===== src/rtl/can_fc_pkg.sv =====
// Shared state encoding and default thresholds for the CAN fault-confinement block.
package can_fc_pkg;

  typedef enum logic [1:0] {
    FC_ACTIVE  = 2'd0,
    FC_PASSIVE = 2'd1,
    FC_BUSOFF  = 2'd2
  } fc_state_e;

  localparam int unsigned DEF_CNT_W      = 9;
  localparam int unsigned DEF_WARN_LIM   = 96;
  localparam int unsigned DEF_PASS_LIM   = 128;
  localparam int unsigned DEF_BOFF_LIM   = 256;
  localparam int unsigned DEF_STEP_HI    = 8;
  localparam int unsigned DEF_REC_REWIND = 120;
  localparam int unsigned DEF_RECOV_OCC  = 128;

endpackage


===== src/rtl/can_errcnt_core.sv =====
// One CAN error counter: group edge detect, +1 / +step / -1 / rewind, saturation and clear.
module can_errcnt_core
  import can_fc_pkg::*;
#(
  parameter int unsigned CntW      = DEF_CNT_W,
  parameter int unsigned StepHi    = DEF_STEP_HI,
  parameter int unsigned SatMax    = DEF_BOFF_LIM - 1,
  parameter bit          RewindEn  = 1'b0,
  parameter int unsigned RewindLim = DEF_PASS_LIM,
  parameter int unsigned RewindVal = DEF_REC_REWIND
) (
  input  logic            clock,
  input  logic            reset,
  input  logic            inc_one,
  input  logic            inc_step,
  input  logic            dec,
  input  logic            enable,
  input  logic            clear,
  input  logic            bump,
  output logic [CntW-1:0] cnt,
  output logic [CntW-1:0] cnt_next
);

  localparam logic [CntW:0]   SatW    = (CntW+1)'(SatMax);
  localparam logic [CntW:0]   StepW   = (CntW+1)'(StepHi);
  localparam logic [CntW:0]   OneW    = (CntW+1)'(1);
  localparam logic [CntW-1:0] OneN    = CntW'(1);
  localparam logic [CntW-1:0] RewLimW = CntW'(RewindLim);
  localparam logic [CntW-1:0] RewValW = CntW'(RewindVal);

  logic [CntW-1:0] cnt_q, cnt_d;
  logic [CntW:0]   cnt_ext;
  logic            prev_q;
  logic            any_req;
  logic            fire;

  function automatic logic [CntW-1:0] sat(input logic [CntW:0] sum);
    return (sum > SatW) ? SatW[CntW-1:0] : sum[CntW-1:0];
  endfunction

  assign cnt_ext = {1'b0, cnt_q};
  assign any_req = inc_one | inc_step | dec;
  assign fire    = any_req & ~prev_q & enable;

  always_comb begin
    cnt_d = cnt_q;
    if (clear) begin
      cnt_d = '0;
    end else if (bump) begin
      cnt_d = sat(cnt_ext + OneW);
    end else if (fire) begin
      // Within one edge: decrement beats +1, which beats +step.
      if (dec) begin
        if (cnt_q != '0) begin
          if (RewindEn && (cnt_q >= RewLimW)) cnt_d = RewValW;
          else                                cnt_d = cnt_q - OneN;
        end
      end else if (inc_one) begin
        cnt_d = sat(cnt_ext + OneW);
      end else begin
        cnt_d = sat(cnt_ext + StepW);
      end
    end
  end

  // Edge flag tracks the raw group level even while counting is disabled.
  always_ff @(posedge clock or negedge reset) begin
    if (!reset) begin
      cnt_q  <= '0;
      prev_q <= 1'b0;
    end else begin
      cnt_q  <= cnt_d;
      prev_q <= any_req;
    end
  end

  assign cnt      = cnt_q;
  assign cnt_next = cnt_d;

endmodule


===== src/rtl/can_fault_confine.sv =====
// CAN fault confinement: REC/TEC counters, active/passive/bus-off FSM and bus-off recovery.
module can_fault_confine
  import can_fc_pkg::*;
#(
  parameter int unsigned CNT_W      = DEF_CNT_W,
  parameter int unsigned WARN_LIM   = DEF_WARN_LIM,
  parameter int unsigned PASS_LIM   = DEF_PASS_LIM,
  parameter int unsigned BOFF_LIM   = DEF_BOFF_LIM,
  parameter int unsigned STEP_HI    = DEF_STEP_HI,
  parameter int unsigned REC_REWIND = DEF_REC_REWIND,
  parameter int unsigned RECOV_OCC  = DEF_RECOV_OCC
) (
  input  logic             clock,
  input  logic             reset,
  input  logic             inconerec,
  input  logic             incegtrec,
  input  logic             decrec,
  input  logic             incegttec,
  input  logic             dectec,
  input  logic             idle11,
  output logic [CNT_W-2:0] reccount,
  output logic [CNT_W-2:0] teccount,
  output logic             warning,
  output logic             erroractive,
  output logic             errorpassive,
  output logic             busoff,
  output logic             state_chg
);

  localparam logic [CNT_W-1:0] WarnW      = CNT_W'(WARN_LIM);
  localparam logic [CNT_W-1:0] PassW      = CNT_W'(PASS_LIM);
  localparam logic [CNT_W-1:0] BoffW      = CNT_W'(BOFF_LIM);
  localparam logic [CNT_W-1:0] RecovLastW = CNT_W'(RECOV_OCC - 1);

  fc_state_e        state_q, state_d;
  logic [CNT_W-1:0] rec_q, rec_d, tec_q, tec_d;
  logic             idle_prev_q;
  logic             idle_fire;
  logic             recov_done;
  logic             enter_boff;
  logic             count_en;
  logic             warn_d;
  logic             unused_tec_msb;

  assign count_en   = (state_q != FC_BUSOFF);
  assign idle_fire  = idle11 & ~idle_prev_q & ~count_en;
  assign recov_done = idle_fire & (rec_q == RecovLastW);
  assign enter_boff = count_en & (tec_d >= BoffW);

  // REC doubles as the idle11 recovery counter while bus-off.
  can_errcnt_core #(
    .CntW      (CNT_W),
    .StepHi    (STEP_HI),
    .SatMax    (BOFF_LIM - 1),
    .RewindEn  (1'b1),
    .RewindLim (PASS_LIM),
    .RewindVal (REC_REWIND)
  ) u_rec (
    .clock    (clock),
    .reset    (reset),
    .inc_one  (inconerec),
    .inc_step (incegtrec),
    .dec      (decrec),
    .enable   (count_en),
    .clear    (enter_boff | recov_done),
    .bump     (idle_fire),
    .cnt      (rec_q),
    .cnt_next (rec_d)
  );

  can_errcnt_core #(
    .CntW      (CNT_W),
    .StepHi    (STEP_HI),
    .SatMax    ((2 ** CNT_W) - 1),
    .RewindEn  (1'b0),
    .RewindLim (PASS_LIM),
    .RewindVal (REC_REWIND)
  ) u_tec (
    .clock    (clock),
    .reset    (reset),
    .inc_one  (1'b0),
    .inc_step (incegttec),
    .dec      (dectec),
    .enable   (count_en),
    .clear    (recov_done),
    .bump     (1'b0),
    .cnt      (tec_q),
    .cnt_next (tec_d)
  );

  always_comb begin
    state_d = state_q;
    unique case (state_q)
      FC_ACTIVE, FC_PASSIVE: begin
        if (tec_d >= BoffW)                          state_d = FC_BUSOFF;
        else if ((rec_d >= PassW) || (tec_d >= PassW)) state_d = FC_PASSIVE;
        else                                         state_d = FC_ACTIVE;
      end
      FC_BUSOFF: begin
        if (recov_done) state_d = FC_ACTIVE;
      end
      default: state_d = FC_ACTIVE;
    endcase
  end

  assign warn_d = (state_d != FC_BUSOFF) && ((rec_d >= WarnW) || (tec_d >= WarnW));

  // Status flags are registered from next-state values so they move with the counters.
  always_ff @(posedge clock or negedge reset) begin
    if (!reset) begin
      state_q      <= FC_ACTIVE;
      idle_prev_q  <= 1'b0;
      warning      <= 1'b0;
      erroractive  <= 1'b1;
      errorpassive <= 1'b0;
      busoff       <= 1'b0;
      state_chg    <= 1'b0;
    end else begin
      state_q      <= state_d;
      idle_prev_q  <= idle11;
      warning      <= warn_d;
      erroractive  <= (state_d == FC_ACTIVE);
      errorpassive <= (state_d == FC_PASSIVE);
      busoff       <= (state_d == FC_BUSOFF);
      state_chg    <= (state_d != state_q);
    end
  end

  assign reccount       = rec_q[CNT_W-2:0];
  assign teccount       = tec_q[CNT_W-2:0];
  assign unused_tec_msb = tec_q[CNT_W-1];

endmodule

===== config.mk =====
export PLATFORM = sky130hd
export DESIGN_NAME = can_fault_confine
export DESIGN_NICKNAME = d
export VERILOG_FILES = /design/src/rtl/can_fc_pkg.sv /design/src/rtl/can_errcnt_core.sv /design/src/rtl/can_fault_confine.sv
export SDC_FILE = /design/constraint.sdc
export NUM_CORES = 1
export LEC_CHECK = 0
export CELL_PAD_IN_SITES_DETAIL_PLACEMENT = 1
export CELL_PAD_IN_SITES_GLOBAL_PLACEMENT = 1
export CORE_AREA = 3 3 72 107
export DETAILED_ROUTE_END_ITERATION = 7
export DIE_AREA = 0 0 75 110
export HOLD_SLACK_MARGIN = 0.15
export PLACE_DENSITY_LB_ADDON = 0.1
export SYNTH_ARGS = -nofsm -noshare
export SYNTH_HDL_FRONTEND = slang
export SYNTH_SLANG_ARGS = --single-unit

===== constraint.sdc =====
create_clock -name clock -period 4.2 [get_ports clock]
set_input_delay 1.26 -clock clock [delete_from_list [all_inputs] [get_ports clock]]
set_output_delay 1.26 -clock clock [all_outputs]
set_load 0.02 [all_outputs]

==> results.md, run 1 <==
* Remaining DRCs at 0
* VDD IR max at 0.283 mV
* H-tree levels at 1
* Slowest cell on crit path: o21ai_0
* Net switching power at 0.750 mW
* Critical path type: in -> reg
* Synth top area share at 0.262
* Syn. warnings at 0
* Highest clock rate at 298 MHz
* Setup tns final at 0 ns
* Post-synthesis area per instance at 8.00 sq um
* Hold depth at 1
* Port bufs at 28
* Io pins at 29
* Max clock buf depth at 2
* Slew headroom at 0.473
* Chip width at 75 um
* Crit path DAT at 3.54 ns
* Hold wc startpoint: u_rec.cnt[0]
* Vias per Instance at 5.98
* #FFs+latches synth at 28
* Worst Hold Class: reg -> reg
* Worst path bufs/invs at 1
* Vias post-DR at 2409
* Max Cap Viol at 0
* ANT cells at 0
* Cell Chain, Critical Path: clkdlybuf4s50_1 -> nor3_1 -> or3_1 -> a21oi_1 -> o21ai_0 -> a21oi_1 -> nor3_1
* Worst r2r src: u_tec.cnt[0]
* Slew Limit Fails at 0
* Setup Skew at 0.00849 ns
* Flop pwr share at 0.339
* Worst reg-to-reg setup slack at 1.32 ns
* Die ar. at 0.00825 sq mm
* Top_reg_cell synth: dfrtp_1
* Largest area contributor in the netlist: dfrtp_1
* Fin. Hold Viols at 0
* First-pass GRT wire length at 13.2 mm
* Distinct cells, synth at 63
* Die height at 110 um
* Clock share of power at 0.134
* FFs w/ async S/R, synth at 1.00
* Reg-to-Reg End: warning
* Fin nets at 344
* CP delay by family, top: simple AND/OR/NAND/NOR gates
* Pre-antenna DRT Iters at 4
* Routed len/inst at 19.7 um
* All-layer global routing usage at 0.210
* Internal at 0.875 mW
* Initial DRC count at 197
* Hold EP: u_rec.cnt[0]
* Crit Path Max Fanout at 12
* Crit. End Element: register
* Synth area leaders: dfrtp_1 (26%), buf_4 (5.2%), ha_1 (4.9%)
* Sw Share at 0.462
* Post-DRT Antenna Nets at 0
* Required time of the critical path at 4.39 ns
* Reg clk slew, reported paths at 0.10 ns
* Total gr overflow at 0
* EDFF count, synth at 0
* Setup repair bufs after CTS at 0
* Synthesized cell area at 0.00257 sq mm
* Post-layout min period at 3.35 ns
* CTS Sinks at 28
* Pin count of the biggest net entering global routing at 29
* Core Area at 0.00690 sq mm
* Skew-Pair Late Insertion Delay at 0.28 ns
* Reg2reg path depth at 9
* Final Power at 1.63 mW
* Root buffer cell: clkbuf_8
* DP HPWL at 6.23 mm
* P_leak at 1.09 nW
* Vias in the first global route at 2539
* Antenna violations before repair at 0
* Rows at 37
* Drt total wl at 7.93 mm
* Final period util at 0.798
* CTS buffer count at 3
* Outcome: complete, no violations
* Area delta synth->final at 10.5%
* Power Dens Cells at 571 mW/mm^2
* Commonest cells after routing, fill and taps aside: nor2_1 (28), clkdlybuf4s50_1 (28), dfrtp_1 (27)
* RSZ-0062 raised after global routing: no
* Share of cells above drive strength 1 at 0.0923
* Syn Inst Count at 322
* Syn nets at 340
* Comb pwr share at 0.527
* CTS tree: built
* Initial Util at 0.373
* CTS resizes at 0
* Final setup fails at 0
* Gp weighted congestion at 0.870
* Worst Tran Pin Value at 0.782 ns
* CP max stage delay at 0.48 ns
* Critical path startpoint category: primary input
* Sequential area share after synthesis at 0.273
* Hold buffers post-CTS at 0
[metrics by stage]
stage | utilization | cells | setup WS, ns | area (sq um) | hold slack (ns)
after floorplan | - | 322 | 1.48 | 2570 | 0.527
after global placement | 0.402 | 399 | 0.630 | 2770 | 0.583
after detailed placement | 0.402 | 399 | 0.555 | 2770 | 0.582
after CTS | 0.412 | 403 | 0.845 | 2850 | 0.603
after global routing | 0.412 | 403 | 0.578 | 2850 | 0.655
final | 0.412 | 403 | 0.850 | 2850 | 0.597
[cells in the mapped netlist, drive strengths merged (2+ instances only)]
master   number
a21oi        26
ha           10
o211ai        6
nor4          2
nand4         4
xor2          2
nand2        21
o21ai        19
a211oi        8
or3           7
o31ai         4
nor3b         4
or2           3
nor4b         3
nor3         18
and2          2
a31oi         6
buf          27
nand2b        7
dfrtp        27
and3          6
a21o          4
nand3        13
o22ai         6
nor2         28
clkbuf        8
mux2i         3
a221oi        3
or4           3
a311oi        3
xnor2         4
inv          15
a2111oi       2
nor2b         4
[registers in the layout, indices dropped and copies added (netlist names)]
name and flops:
warning 1, u_rec.cnt 9, errorpassive 1, u_tec.prev_q 1
state_chg 1, busoff 1, erroractive 1, idle_prev_q 1
state_q 2, u_tec.cnt 9, u_rec.prev_q 1
[kinds of logic after synthesis]
group           Yosys count  synth area share
buf+inv                  50             0.109
xor+xnor                  6            0.0204
compound gates           96             0.266
simple gates            128             0.267
mux                       4            0.0160
flops                    28             0.273
fa+ha+maj                10            0.0486
[layout make-up]
cell class                 instances  area (sq um)
fill                             848          4050
multi-input combinational        244          1590
sequential                        28           702
timing repair buffer              34           325
tap                               78          97.6
inverter                          15          56.3
clock buffer                       3          41.3
clock inverter                     1          30.0
[metal layers]
metal  wire length, um  GRT usage
met1              3110      0.237
met2              4410      0.386
met3               105     0.0154
met4               303     0.0992
met5                 0          0
[how the worst max path moves through the flow]
stage / start / end / slack [ns] / depth (start not counted)
2_1_floorplan: dectec / state_chg / 1.48 / 7
3_3_place_gp: inconerec / errorpassive / 0.63 / 7
3_5_place_dp: inconerec / errorpassive / 0.55 / 7
4_1_cts: inconerec / errorpassive / 0.84 / 7
5_1_grt: inconerec / errorpassive / 0.58 / 7
6_report: inconerec / errorpassive / 0.85 / 7
[power by group through the flow]
stage               logic, mW  registers (mW)  clock network [mW]
finish                  0.856           0.551               0.218
global route            0.949           0.578               0.238
CTS                     0.866           0.554               0.226
detailed placement      0.861           0.559                   0
global placement        0.856           0.557                   0
floorplan               0.692           0.479                   0
Power figures use the tool's default switching activity.
==> run 2, diff against run 1 <==
==> constraint.sdc (replaced) <==
create_clock -name clock -period 3.2 [get_ports clock]
set_input_delay 0.96 -clock clock [delete_from_list [all_inputs] [get_ports clock]]
set_output_delay 0.96 -clock clock [all_outputs]
set_load 0.02 [all_outputs]
==> run 2 against run 1 <==
  * Clock power rose by 33%
  * Total power rose by 37%
  * Final cell count rose by 5.0%
  * Sequential power rose by 18%
  * Die area did not move
  * Clock skew fell by 0.0060 ns
  * Largest cell class unchanged
  * Highest routed layer unchanged
==> results.md, run 2 (same netlist as run 1, synthesis figures left out) <==
* CTS buffer count at 3 (unchanged)
* First-pass GRT wire length at 13.8 mm (+4.7%)
* Root buffer cell: clkbuf_8
* Highest clock rate at 346 MHz
* Post-layout min period at 2.89 ns
* Vias in the first global route at 2669 (+5.1%)
* CTS Sinks at 28 (unchanged)
* Routed len/inst at 19.9 um (+1.1%)
* Vias post-DR at 2527 (+4.9%)
* Share of cells above drive strength 1 at 0.145 (+0.0526)
* Total gr overflow at 0 (unchanged)
* Vias per Instance at 5.97 (about the same)
* Setup repair bufs after CTS at 0 (unchanged)
* H-tree levels at 1 (unchanged)
* DP HPWL at 6.59 mm (+5.8%)
* Hold Worst Slack at 0.615 ns (+0.0174 ns)
* All-layer global routing usage at 0.216 (+0.00635)
* Critical path startpoint category: primary input
* Hold EP: errorpassive
* Core Area at 0.00690 sq mm (unchanged)
* Post-DRT Antenna Nets at 0 (unchanged)
* Layout fillers at 853 (+0.59%)
* RSZ-0062 raised after global routing: no
* Port bufs at 28 (unchanged)
* Die ar. at 0.00825 sq mm (unchanged)
* Fin. Hold Viols at 0 (unchanged)
* Pin count of the biggest net entering global routing at 29 (unchanged)
* Hold buffers post-CTS at 0 (unchanged)
* Hold wc startpoint: state_q[1]
* Utilization after layout at 0.435 (+0.0229)
* Reg2reg path depth at 10 (+1)
* ANT cells at 0 (unchanged)
* Required time of the critical path at 3.41 ns (-0.98 ns)
* Rows at 37 (unchanged)
* Drt total wl at 8.42 mm (+6.1%)
* Max clock buf depth at 2 (unchanged)
* Pre-CTS setup slack at -0.0310 ns (-0.586 ns)
* Crit Path Max Fanout at 6 (-6)
* Die height at 110 um (unchanged)
* Crit path from: dectec
* Chip width at 75 um (unchanged)
* Worst Tran Pin Value at 0.695 ns (-0.0868 ns)
* Final setup fails at 0 (unchanged)
* Reg-to-Reg End: warning
* Final Power at 2.23 mW (+37%)
* Max Cap Viol at 0 (unchanged)
* Reg clk slew, reported paths at 0.10 ns (about the same)
* Slew headroom at 0.532 (+0.0585)
* Crit. End Element: register
* Final WS setup at 0.310 ns (-0.539 ns)
* Remaining DRCs at 0 (unchanged)
* Critical path type: in -> reg
* Io pins at 29 (unchanged)
* Commonest cells after routing, fill and taps aside: nor2_1 (28), clkdlybuf4s50_1 (28), dfrtp_1 (27)
* Worst r2r src: u_tec.cnt[0]
* P_leak at 1.19 nW (+9.3%)
* Power Dens Cells at 744 mW/mm^2 (+30%)
* Slew Limit Fails at 0 (unchanged)
* Gp weighted congestion at 0.900 (+3.5%)
* Antenna violations before repair at 0 (unchanged)
* Setup tns final at 0 ns (unchanged)
* VDD IR max at 0.344 mV (+22%)
* Crit path DAT at 3.10 ns (-0.44 ns)
* Outcome: complete, no violations
* Skew-Pair Late Insertion Delay at 0.28 ns (about the same)
* Setup Skew at 0.00246 ns (-0.00603 ns)
* Hold depth at 1 (unchanged)
* Worst reg-to-reg setup slack at 0.37 ns (-0.95 ns)
* Initial Util at 0.373 (unchanged)
* CTS tree: built
* Pre-antenna DRT Iters at 4 (unchanged)
* Fin nets at 364 (+5.8%)
* Area delta synth->final at 16.6%
* Worst Hold Class: reg -> reg
* Final period util at 0.903
* Initial DRC count at 127 (-36%)
-- run 2: cell count changes in the layout (fill, tap and decap cells not counted), sizes merged --
cell,change
buf,+20
-- run 2: through the flow --
step | area (sq um) | cells
floorplan | 2570 | 322
global placement | 2920 | 419
detailed placement | 2920 | 419
CTS | 3000 | 423
global route | 3000 | 423
finish | 3000 | 423
-- run 2: per-layer routing --
layer | global-route usage | wire (um) | vias up | share of wire
met4 | 0.0763 | 219 | 0 | 0.026
li1 | - | - | 1210 | -
met5 | 0 | 0 | - | 0
met1 | 0.235 | 3210 | 1259 | 0.38
met3 | 0.0181 | 151 | 18 | 0.018
met2 | 0.419 | 4840 | 40 | 0.58
-- run 2: critical path: stages --
cell and delay, ns:
clkdlybuf4s50_1 0.50, nand2b_1 0.22, a2111oi_0 0.50, a221oi_2 0.14, o31ai_4 0.25, o21bai_1 0.21
a21oi_1 0.14, nor3_1 0.17
-- run 2: what timing repair did --
item | 4_1_cts | 5_1_grt
resized for setup | 0 | 1
hold endpoints to repair | 0 | 0
setup endpoints to repair | 0 | 1
-- run 2: worst max path at each step --
stage / end / cells after the start / slack (ns)
2_1_floorplan: state_chg / 7 / 0.78
3_3_place_gp: warning / 8 / 0.06
3_5_place_dp: warning / 8 / -0.03
4_1_cts: warning / 8 / 0.29
5_1_grt: warning / 8 / 0.05
6_report: state_q[0] / 8 / 0.31
-- run 2: layout make-up --
cell class / instances / area, sq um / share of cell area
Clock buffer: 3 / 41.3 / 0.0138
Clock inverter: 1 / 30.0 / 0.0100
Inverter: 15 / 56.3 / 0.0188
Multi-Input combinational cell: 244 / 1600 / 0.533
Sequential cell: 28 / 702 / 0.234
Tap cell: 78 / 97.6 / 0.0325
Timing Repair Buffer: 54 / 475 / 0.158
-- run 2: power breakdown --
part | total, mW | leakage (nW) | switching (mW) | internal (mW)
clock network | 0.289 | 0.0357 | 0.121 | 0.168
registers | 0.651 | 0.340 | 0.175 | 0.476
logic | 1.29 | 0.811 | 0.725 | 0.568
